--- config.mk ---
export PLATFORM = sky130hd
export DESIGN_NAME = cu_factorial
export DESIGN_NICKNAME = d
export VERILOG_FILES = /design/src/rtl/cu_factorial.sv
export SDC_FILE = /design/constraint.sdc
export NUM_CORES = 1
export LEC_CHECK = 0
export CAP_MARGIN = 10
export CELL_PAD_IN_SITES_DETAIL_PLACEMENT = 1
export CELL_PAD_IN_SITES_GLOBAL_PLACEMENT = 1
export CORE_UTILIZATION = 36
export DETAILED_ROUTE_END_ITERATION = 16
export PLACE_DENSITY = 0.85
export SLEW_MARGIN = 30
export SYNTH_ARGS = -nofsm -noshare
export SYNTH_HDL_FRONTEND = slang
export SYNTH_SLANG_ARGS = --single-unit
--- constraint.sdc ---
create_clock -name clk -period 2.3 [get_ports clk]
set_input_delay 0.46 -clock clk [delete_from_list [all_inputs] [get_ports clk]]
set_output_delay 0.46 -clock clk [all_outputs]
set_load 0.01 [all_outputs]
--- src/rtl/cu_factorial.sv ---
// Control unit for an iterative factorial datapath: sequences counter load/decrement
// and product accumulation, and reports done/error through a four-phase handshake with go.
module cu_factorial (
    input  logic       clk,
    input  logic       reset,
    input  logic       go,
    input  logic       err,
    input  logic       gt,
    output logic       load_cnt,
    output logic       en,
    output logic       load_reg,
    output logic       sel1,
    output logic       sel2,
    output logic       busy,
    output logic       done,
    output logic       error,
    output logic [3:0] iter
);

    typedef enum logic [2:0] {
        IDLE  = 3'd0,
        INIT  = 3'd1,
        CHK   = 3'd2,
        MUL   = 3'd3,
        DONE  = 3'd4,
        ERROR = 3'd5
    } state_t;

    state_t     state_q, state_d;
    logic [3:0] iter_q, iter_d;
    logic       load_cnt_q, load_cnt_d;
    logic       en_q, en_d;
    logic       load_reg_q, load_reg_d;
    logic       sel1_q, sel1_d;
    logic       sel2_q, sel2_d;
    logic       busy_q, busy_d;
    logic       done_q, done_d;
    logic       error_q, error_d;

    always_comb begin
        state_d = state_q;
        case (state_q)
            IDLE:    if (go) state_d = INIT;
            INIT:    state_d = CHK;
            CHK: begin
                if (err)     state_d = ERROR;
                else if (gt) state_d = MUL;
                else         state_d = DONE;
            end
            MUL:     state_d = CHK;
            DONE,
            ERROR:   if (!go) state_d = IDLE;
            default: state_d = IDLE;
        endcase
    end

    // Outputs are decoded from the next state and registered, so they stay a
    // pure function of the state register while being glitch-free at the pins.
    always_comb begin
        load_cnt_d = 1'b0;
        en_d       = 1'b0;
        load_reg_d = 1'b0;
        sel1_d     = 1'b0;
        sel2_d     = 1'b0;
        busy_d     = 1'b0;
        done_d     = 1'b0;
        error_d    = 1'b0;
        case (state_d)
            INIT: begin
                load_cnt_d = 1'b1;
                load_reg_d = 1'b1;
                busy_d     = 1'b1;
            end
            CHK:  busy_d = 1'b1;
            MUL: begin
                en_d       = 1'b1;
                load_reg_d = 1'b1;
                sel1_d     = 1'b1;
                busy_d     = 1'b1;
            end
            DONE: begin
                sel2_d = 1'b1;
                done_d = 1'b1;
            end
            ERROR:   error_d = 1'b1;
            default: ;
        endcase
    end

    // MUL is only ever entered from CHK and lasts one cycle, so every MUL is a fresh entry.
    always_comb begin
        iter_d = iter_q;
        if (state_d == INIT)
            iter_d = 4'd0;
        else if (state_d == MUL && iter_q != 4'd15)
            iter_d = iter_q + 4'd1;
    end

    always_ff @(posedge clk or negedge reset) begin
        if (!reset) begin
            state_q    <= IDLE;
            iter_q     <= 4'd0;
            load_cnt_q <= 1'b0;
            en_q       <= 1'b0;
            load_reg_q <= 1'b0;
            sel1_q     <= 1'b0;
            sel2_q     <= 1'b0;
            busy_q     <= 1'b0;
            done_q     <= 1'b0;
            error_q    <= 1'b0;
        end else begin
            state_q    <= state_d;
            iter_q     <= iter_d;
            load_cnt_q <= load_cnt_d;
            en_q       <= en_d;
            load_reg_q <= load_reg_d;
            sel1_q     <= sel1_d;
            sel2_q     <= sel2_d;
            busy_q     <= busy_d;
            done_q     <= done_d;
            error_q    <= error_d;
        end
    end

    assign load_cnt = load_cnt_q;
    assign en       = en_q;
    assign load_reg = load_reg_q;
    assign sel1     = sel1_q;
    assign sel2     = sel2_q;
    assign busy     = busy_q;
    assign done     = done_q;
    assign error    = error_q;
    assign iter     = iter_q;

endmodule

# --- Word level (Yosys, flattened, before mapping) ---
# Index checks and enable logic that the tools add are counted.
op_classes:
  reduce_logical: 7
  n_mux: 13
  n_eq_ne: 11
  add_sub_neg: 1
op_table:
  columns: ["cell", "count"]
  rows:
  - ["3-bit by 2-bit == test with 1-bit output (second input constant)", 4]
  - ["3-bit == test (second input constant)", 4]
  - ["3-bit two-way mux", 4]
  - ["3-bit one-hot mux with 4 select lines", 1]
  - ["4-bit two-way mux", 2]
  - ["3-bit by 1-bit == test with 1-bit output (second input constant)", 2]
  - ["1-bit two-way mux", 6]
  - ["2-bit OR reduction", 3]
  - ["4-bit by 1-bit adder with 4-bit output (second input constant)", 1]
  - ["4-bit != test (second input constant)", 1]
  - ["3-bit zero test", 1]
  - ["3-bit OR reduction", 1]
  - ["2-bit nonzero test", 1]
  - ["1-bit logical AND", 1]
totals:
  out_inout_bits: 12
  inputBits: 5
  ff_bits: 13

# --- Longest topological paths before layout ---
# Gate-level depths: netlist of the first run.
depth:
  word_depth: 7
  mapped_depth: 4

# --- Worst setup path before layout of the first run ---
# OpenSTA, ideal clock, no wires.
synth_path:
  path_type: "reg2reg"
  from: "reg state_q[2]"
  to: "reg iter_q[3] (netlist: iter[3])"
  arrival_ns: 1.181
  setup_ns: 0.129
  path_slack_ns: 0.991
  path_stages_with_launch: 4
  cell_sequence: "dfrtp_1 or4b_1 o21ai_0 mux2i_1"
synth_between:
  elab_chain_len: 6
  word_cells_on_any_way: 16
  classes_between: "eq/ne (7); mux (4); reduce/logical (5)"
synth_rtl:
  columns: ["item", "line_no", "source"]
  rows:
  - ["start: declaration", "29", "state_t state_q, state_d;"]
  - ["start signal: assignment", "112", "state_q <= state_d;"]
  - ["3-bit == test, or another cell as far along", "42", "case (state_q)"]
  - ["2-bit OR reduction, on equally long branches", null, null]
  - ["3-bit one-hot mux with 4 select lines (*)", "42", null]
  - ["3-bit by 2-bit == test with 1-bit output", "95", "else if (state_d == MUL && iter_q != 4'd15)"]
  - ["1-bit logical AND", "95", null]
  - ["2-bit nonzero test (no source line)", null, null]
  - ["end signal: assignment", "113", "iter_q <= iter_d;"]
  - ["end: declaration", "30", "logic [3:0] iter_q, iter_d;"]
# Every way passes the cells marked *; elsewhere a longest branch is shown, timed or not.
# A chain may end at the register's enable or synchronous reset.

# --- Worst setup path after layout of the first run ---
layout_path:
  from: "reg iter_q[3] (netlist: iter[3])"
  to: "out iter[3]"
layout_lines:
  columns: ["item", "line_no", "source"]
  rows:
  - ["end: declaration", "17", "output logic [3:0] iter"]
# No word-level cell between the ends.

==> impl_metrics.py, run 1 <==
metrics = {
    "run_status": {
        "run_status": "finished clean",
    },
    "sta": {
        "setup_violations": 0,
        "slew_headroom": 0.602,
        "fmax_mhz": 580,
        "hold_ws_ps": 541,
        "fin_skew_ps": 0.497,
        "rsz0062_at_grt": "no",
        "fin_setup_tns_ps": 0,
        "timing.final.hold_violations": 0,
        "final.period_utilization": 0.749,
        "worst_pin_slew_ps": 595,
        "final_max_slew_viol_count": 0,
        "min_period_ps": 1720,
    },
    "synth": {
        "synth.avg_cell_area_um2": 11.0,
        "yosys-top-cells-area": "dfrtp_1 55%, mux2i_1 5.1%, inv_1 3.8%",
        "synth_seq_cells": 13,
        "synth_warnings": 0,
        "ys_types": 25,
        "syn_area_um2": 594,
        "syn_inst": 54,
        "syn_nets": 60,
        "ys_seq_area_frac": 0.547,
        "yosysTopAreaCell": "dfrtp_1",
        "synth_top_area_share": 0.547,
    },
    "detailed_routing": {
        "avgRoutedWirePerCell_um": 13.9,
        "drc": 0,
        "drt_wl_total_um": 1220,
        "vias_per_cell": 5.09,
        "drtAntennaViolNets": 0,
        "drt-pass1-iter-count": 3,
        "drt_iter0_drc": 4,
        "vias": 448,
    },
    "final_layout": {
        "final_cells": 88,
        "multi_input_area_um2": 231,
        "ff_latch_area_um2": 325,
        "drive_above_1_share": 0.125,
        "synthToLayoutAreaGrowth_pct": 32.2,
        "largest_register_ffs": 4,
        "final_common_cell": "clkdlybuf4s50_1",
        "diodes": 0,
        "layout_common_cells": "16 x clkdlybuf4s50_1, 13 x dfrtp_1, 6 x inv_1",
        "finalNetCount": 79,
        "final_cell_area_um2": 786,
        "final.fill_count": 165,
    },
    "setup_path": {
        "crit_arrival_ps": 1260,
        "cp-start-kind": "flop",
        "critPathBufInv": 1,
        "cp_data_required_time_ps": 1840,
        "crit_slowest_cell": "clkdlybuf4s50_1",
        "worst-path-max-fanout": 5,
        "critPathMaxStageDelay_ps": 560,
        "crit_family": "buffers and inverters",
        "criticalPathCategory": "flop to output port",
        "path_cells": "clkdlybuf4s50_1",
        "worstSetupEndpointType": "output port",
    },
    "global_route": {
        "grt_antenna_before_repair": 0,
        "track_usage": 0.165,
        "grt_max_degree": 14,
        "use_met2": 0.248,
        "grt_pass1_vias": 479,
        "use_met3": 0.0517,
        "grt_pass1_wl_um": 2190,
        "met1_usage": 0.206,
        "top_usage_layer": "met2",
        "grt-ovfl-total": 0,
    },
    "floorplan": {
        "start_util": 0.390,
        "chipWidth_um": 42.6,
        "rows": 14,
        "die_area_um2": 1820,
        "coreArea_um2": 1520,
        "io_pins": 17,
        "dieHeight_um": 42.6,
    },
    "placement": {
        "place_area_um2": 759,
        "portBuffers": 16,
        "placed_cells": 84,
        "globalplace.congestion": 0.741,
        "dp_hpwl_um": 913,
    },
    "clocking": {
        "clock_latency_ps": 280,
        "cts.repair.resized": 0,
        "cts-root-buf": "clkbuf_4",
        "clk_path_buf_depth": 2,
        "cts_sinks": 13,
        "numCtsBuffers": 3,
        "hold_buffers": 0,
        "h-tree-depth": 1,
        "cts_tree": "built",
        "clkSlewWorstSetupHoldPaths_ps": 70,
        "cts_setup_buffers": 0,
    },
    "power": {
        "vdd_drop_max_mv": 0.579,
        "p_leak_nw": 0.375,
        "power_density_nw_per_um2": 1090,
        "p_total_mw": 0.855,
    },
    "job": {
        "drv_cap": 0,
    },
    "worst_hold_path": {
        "hold_class": "flop to flop",
    },
}
## cell type report
cell class	instances	area share
repair buffers	16	0.204
well taps	16	0.0255
multi-input cells	33	0.295
inverters	6	0.0287
clock buffers	4	0.0334
flip-flops and latches	13	0.414
## power by group
group / internal (mW) / switching, mW
combinational: 0.196 / 0.159
sequential: 0.301 / 0.0582
clock: 0.0673 / 0.0731
total: 0.564 / 0.291
## path summary, 6_finish.rpt
| path | start | to | slack, ps | depth (start not counted) |
|---|---|---|---|---|
| setup / recovery | iter[3] | iter[3] | 580 | 1 |
| max in group asynchronous | reset | state_q[1] | 1360 | 1 |
| hold / removal | iter[0] | iter[0] | 540 | 1 |
| min in group asynchronous | reset | load_cnt | 560 | 1 |
| hold reg to reg | iter[0] | iter[0] | 540 | 1 |
| setup reg to reg | state_q[2] | iter[3] | 840 | 3 |
## cells in the mapped netlist, drive strengths merged
cell type	number
dfrtp	13
inv	6
nor2	4
mux2i	3
nand2	3
nand3	3
buf	2
nor2b	2
o21ai	2
a21oi	1
a22oi	1
a311oi	1
a31oi	1
and2b	1
and3b	1
ha	1
nand2b	1
nor3	1
nor3b	1
o21bai	1
o22a	1
or2b	1
or3b	1
or4b	1
xor2	1
## cells by family (layout without fill, tap and decap cells)
| logic type | after synthesis | count (layout) | share of synthesized area |
|---|---|---|---|
| simple gates | 20 | 20 | 0.204 |
| flops | 13 | 13 | 0.547 |
| compound gates | 8 | 8 | 0.0990 |
| buf+inv | 8 | 26 | 0.0631 |
| mux | 3 | 3 | 0.0505 |
| fa+ha+maj | 1 | 1 | 0.0210 |
| xor+xnor | 1 | 1 | 0.0147 |
## per-stage QoR
stage	setup WS [ps]	utilization
floorplan	991	-
CTS	566	0.516
global placement	500	0.498
finish	577	0.516
global route	521	0.516
detailed placement	447	0.498
## metal layers
metal,part of all wire,routed length (um),vias up
met4,0.020,25,0
met3,0.042,51,4
met2,0.47,572,13
met1,0.47,575,216
met5,0,0,-
li1,-,-,215
(Power assumes the default switching activity.)
==> inputs of run 2 (changes only) <==
--- a/config.mk
+++ b/config.mk
@@ -8,9 +8,9 @@
 export CAP_MARGIN = 10
 export CELL_PAD_IN_SITES_DETAIL_PLACEMENT = 1
 export CELL_PAD_IN_SITES_GLOBAL_PLACEMENT = 1
-export CORE_UTILIZATION = 36
+export CORE_UTILIZATION = 30
 export DETAILED_ROUTE_END_ITERATION = 16
-export PLACE_DENSITY = 0.85
+export PLACE_DENSITY = 0.76
 export SLEW_MARGIN = 30
 export SYNTH_ARGS = -nofsm -noshare
 export SYNTH_HDL_FRONTEND = slang
==> constraint.sdc (replaced) <==
create_clock -name clk -period 1.5 [get_ports clk]
set_input_delay 0.3 -clock clk [delete_from_list [all_inputs] [get_ports clk]]
set_output_delay 0.3 -clock clk [all_outputs]
set_load 0.01 [all_outputs]
==> run 2 against run 1 <==
Against the previous run: die area increased by 19%; largest cell class unchanged; non-clock buffer count increased by 4; via count rose by 3.8%; global-route usage decreased by 2.5 points; critical path depth unchanged; sequential power grew 51%; clock skew grew 1.1 ps; largest power group is now combinational cells; setup slack got worse by 520 ps; clock-buffer cell count unchanged; power increased by 54%; critical path type unchanged.
==> impl_metrics.py, run 2 (same netlist as run 1, synthesis figures left out) <==
metrics = {
    "sta": {
        "timing.final.hold_violations": 0,
        "setup_violations": 0,
        "fmax_mhz": 694,
        "min_period_ps": 1440,
        "finalWorstSetupSlack_ps": 58.2,
        "final.period_utilization": 0.961,
        "worst_pin_slew_ps": 442,
        "fin_skew_ps": 1.56,
        "final_max_slew_viol_count": 0,
        "rsz0062_at_grt": "no",
        "slew_headroom": 0.705,
    },
    "final_layout": {
        "synthToLayoutAreaGrowth_pct": 41.5,
        "largest_register_ffs": 4,
        "layout_common_cells": "13 x dfrtp_1, 11 x clkdlybuf4s50_1, 6 x inv_1",
        "drive_above_1_share": 0.184,
        "final_cells": 101,
        "final_common_cell": "dfrtp_1",
        "utilization": 0.472,
        "final.fill_count": 208,
        "diodes": 0,
        "finalNetCount": 83,
    },
    "setup_path": {
        "path_cells": "clkdlybuf4s50_1",
        "cp_data_required_time_ps": 1200,
        "worst-path-max-fanout": 2,
        "worstSetupEndpointType": "output port",
        "critPathBufInv": 1,
        "crit_arrival_ps": 1140,
        "criticalPathCategory": "flop to output port",
        "crit_family": "buffers and inverters",
        "crit_slowest_cell": "clkdlybuf4s50_1",
        "cp-start-kind": "flop",
        "critPathMaxStageDelay_ps": 530,
    },
    "global_route": {
        "met1_usage": 0.162,
        "grt-ovfl-total": 0,
        "top_usage_layer": "met2",
        "grt_pass1_wl_um": 2040,
        "use_met3": 0.0275,
        "use_met2": 0.233,
        "grt_pass1_vias": 479,
        "track_usage": 0.140,
        "grt_antenna_before_repair": 0,
        "grt_max_degree": 14,
    },
    "placement": {
        "dp_hpwl_um": 961,
        "globalplace.congestion": 0.772,
        "pre_cts_slack_ps": -196,
        "portBuffers": 16,
        "placed_cells": 94,
    },
    "clocking": {
        "cts_sinks": 13,
        "cts-root-buf": "clkbuf_4",
        "cts_tree": "built",
        "hold_buffers": 0,
        "clkSlewWorstSetupHoldPaths_ps": 80,
        "numCtsBuffers": 3,
        "h-tree-depth": 1,
        "clock_latency_ps": 260,
        "clk_path_buf_depth": 2,
    },
    "worst_hold_path": {
        "hold_class": "input pin to asynchronous set/reset pin",
    },
    "power": {
        "p_int_mw": 0.872,
        "p_sw_frac": 0.337,
        "p_comb_frac": 0.427,
        "p_leak_nw": 0.472,
        "seq_power_share": 0.412,
        "power_density_nw_per_um2": 1560,
        "switchingPower_mw": 0.443,
        "vdd_drop_max_mv": 0.611,
        "power_frac_clock": 0.161,
    },
    "floorplan": {
        "coreArea_um2": 1780,
        "die_area_um2": 2160,
        "dieHeight_um": 46.5,
        "chipWidth_um": 46.5,
        "start_util": 0.333,
        "rows": 15,
        "io_pins": 17,
    },
    "detailed_routing": {
        "avgRoutedWirePerCell_um": 12.1,
        "vias_per_cell": 4.60,
        "vias": 465,
        "drtAntennaViolNets": 0,
        "drc": 0,
        "drt_iter0_drc": 6,
        "drt-pass1-iter-count": 2,
        "drt_wl_total_um": 1220,
    },
    "job": {
        "drv_cap": 0,
    },
    "run_status": {
        "run_status": "finished clean",
    },
}
-- run 2: layout make-up --
| type | count | area [um2] | area share |
|---|---|---|---|
| clock buffers | 4 | 26.3 | 0.0313 |
| repair buffers | 20 | 199 | 0.237 |
| well taps | 25 | 31.3 | 0.0372 |
| multi-input cells | 33 | 236 | 0.281 |
| inverters | 6 | 22.5 | 0.0268 |
| flip-flops and latches | 13 | 325 | 0.387 |
-- run 2: final timing paths --
kind,slack [ps],end,start,cells after the start
min in group clk,580,iter[0],iter[0],2
max in group asynchronous,1010,iter[0],reset,2
worst max register to register,70,done,state_q[2],4
worst max-delay path,60,sel2,done,1
worst min-delay path,330,state_q[0],reset,2
worst min register to register,580,iter[0],iter[0],2
-- run 2: what timing repair did --
item | in CTS | in global routing
gates cloned | 0 | 0
gates resized for setup | 1 | 5
pin swaps | 0 | 0
setup buffers | 3 | 0
endpoints found under the setup margin | 4 | 5
-- run 2: metrics by stage --
step	total power [mW]	cell area [um2]	hold slack (ps)	TNS, ps
after floorplan	0.850	594	4.41	0
after global placement	1.09	778	540	-668
after detailed placement	1.11	778	543	-888
after CTS	1.34	826	337	0
after global routing	1.42	841	335	0
final	1.32	841	331	0
-- run 2: power by group through the flow --
stage | Sequential (mW) | Clock, mW | Combinational, mW
detailed placement | 0.562 | 0 | 0.549
floorplan | 0.582 | 0 | 0.268
global route | 0.561 | 0.236 | 0.622
finish | 0.542 | 0.211 | 0.562
global placement | 0.554 | 0 | 0.535
CTS | 0.544 | 0.218 | 0.574
-- run 2: per-layer routing --
metal,up-vias,wire (um)
li1,224,-
met5,-,0
met2,11,625
met1,228,528
met3,2,42
met4,0,25
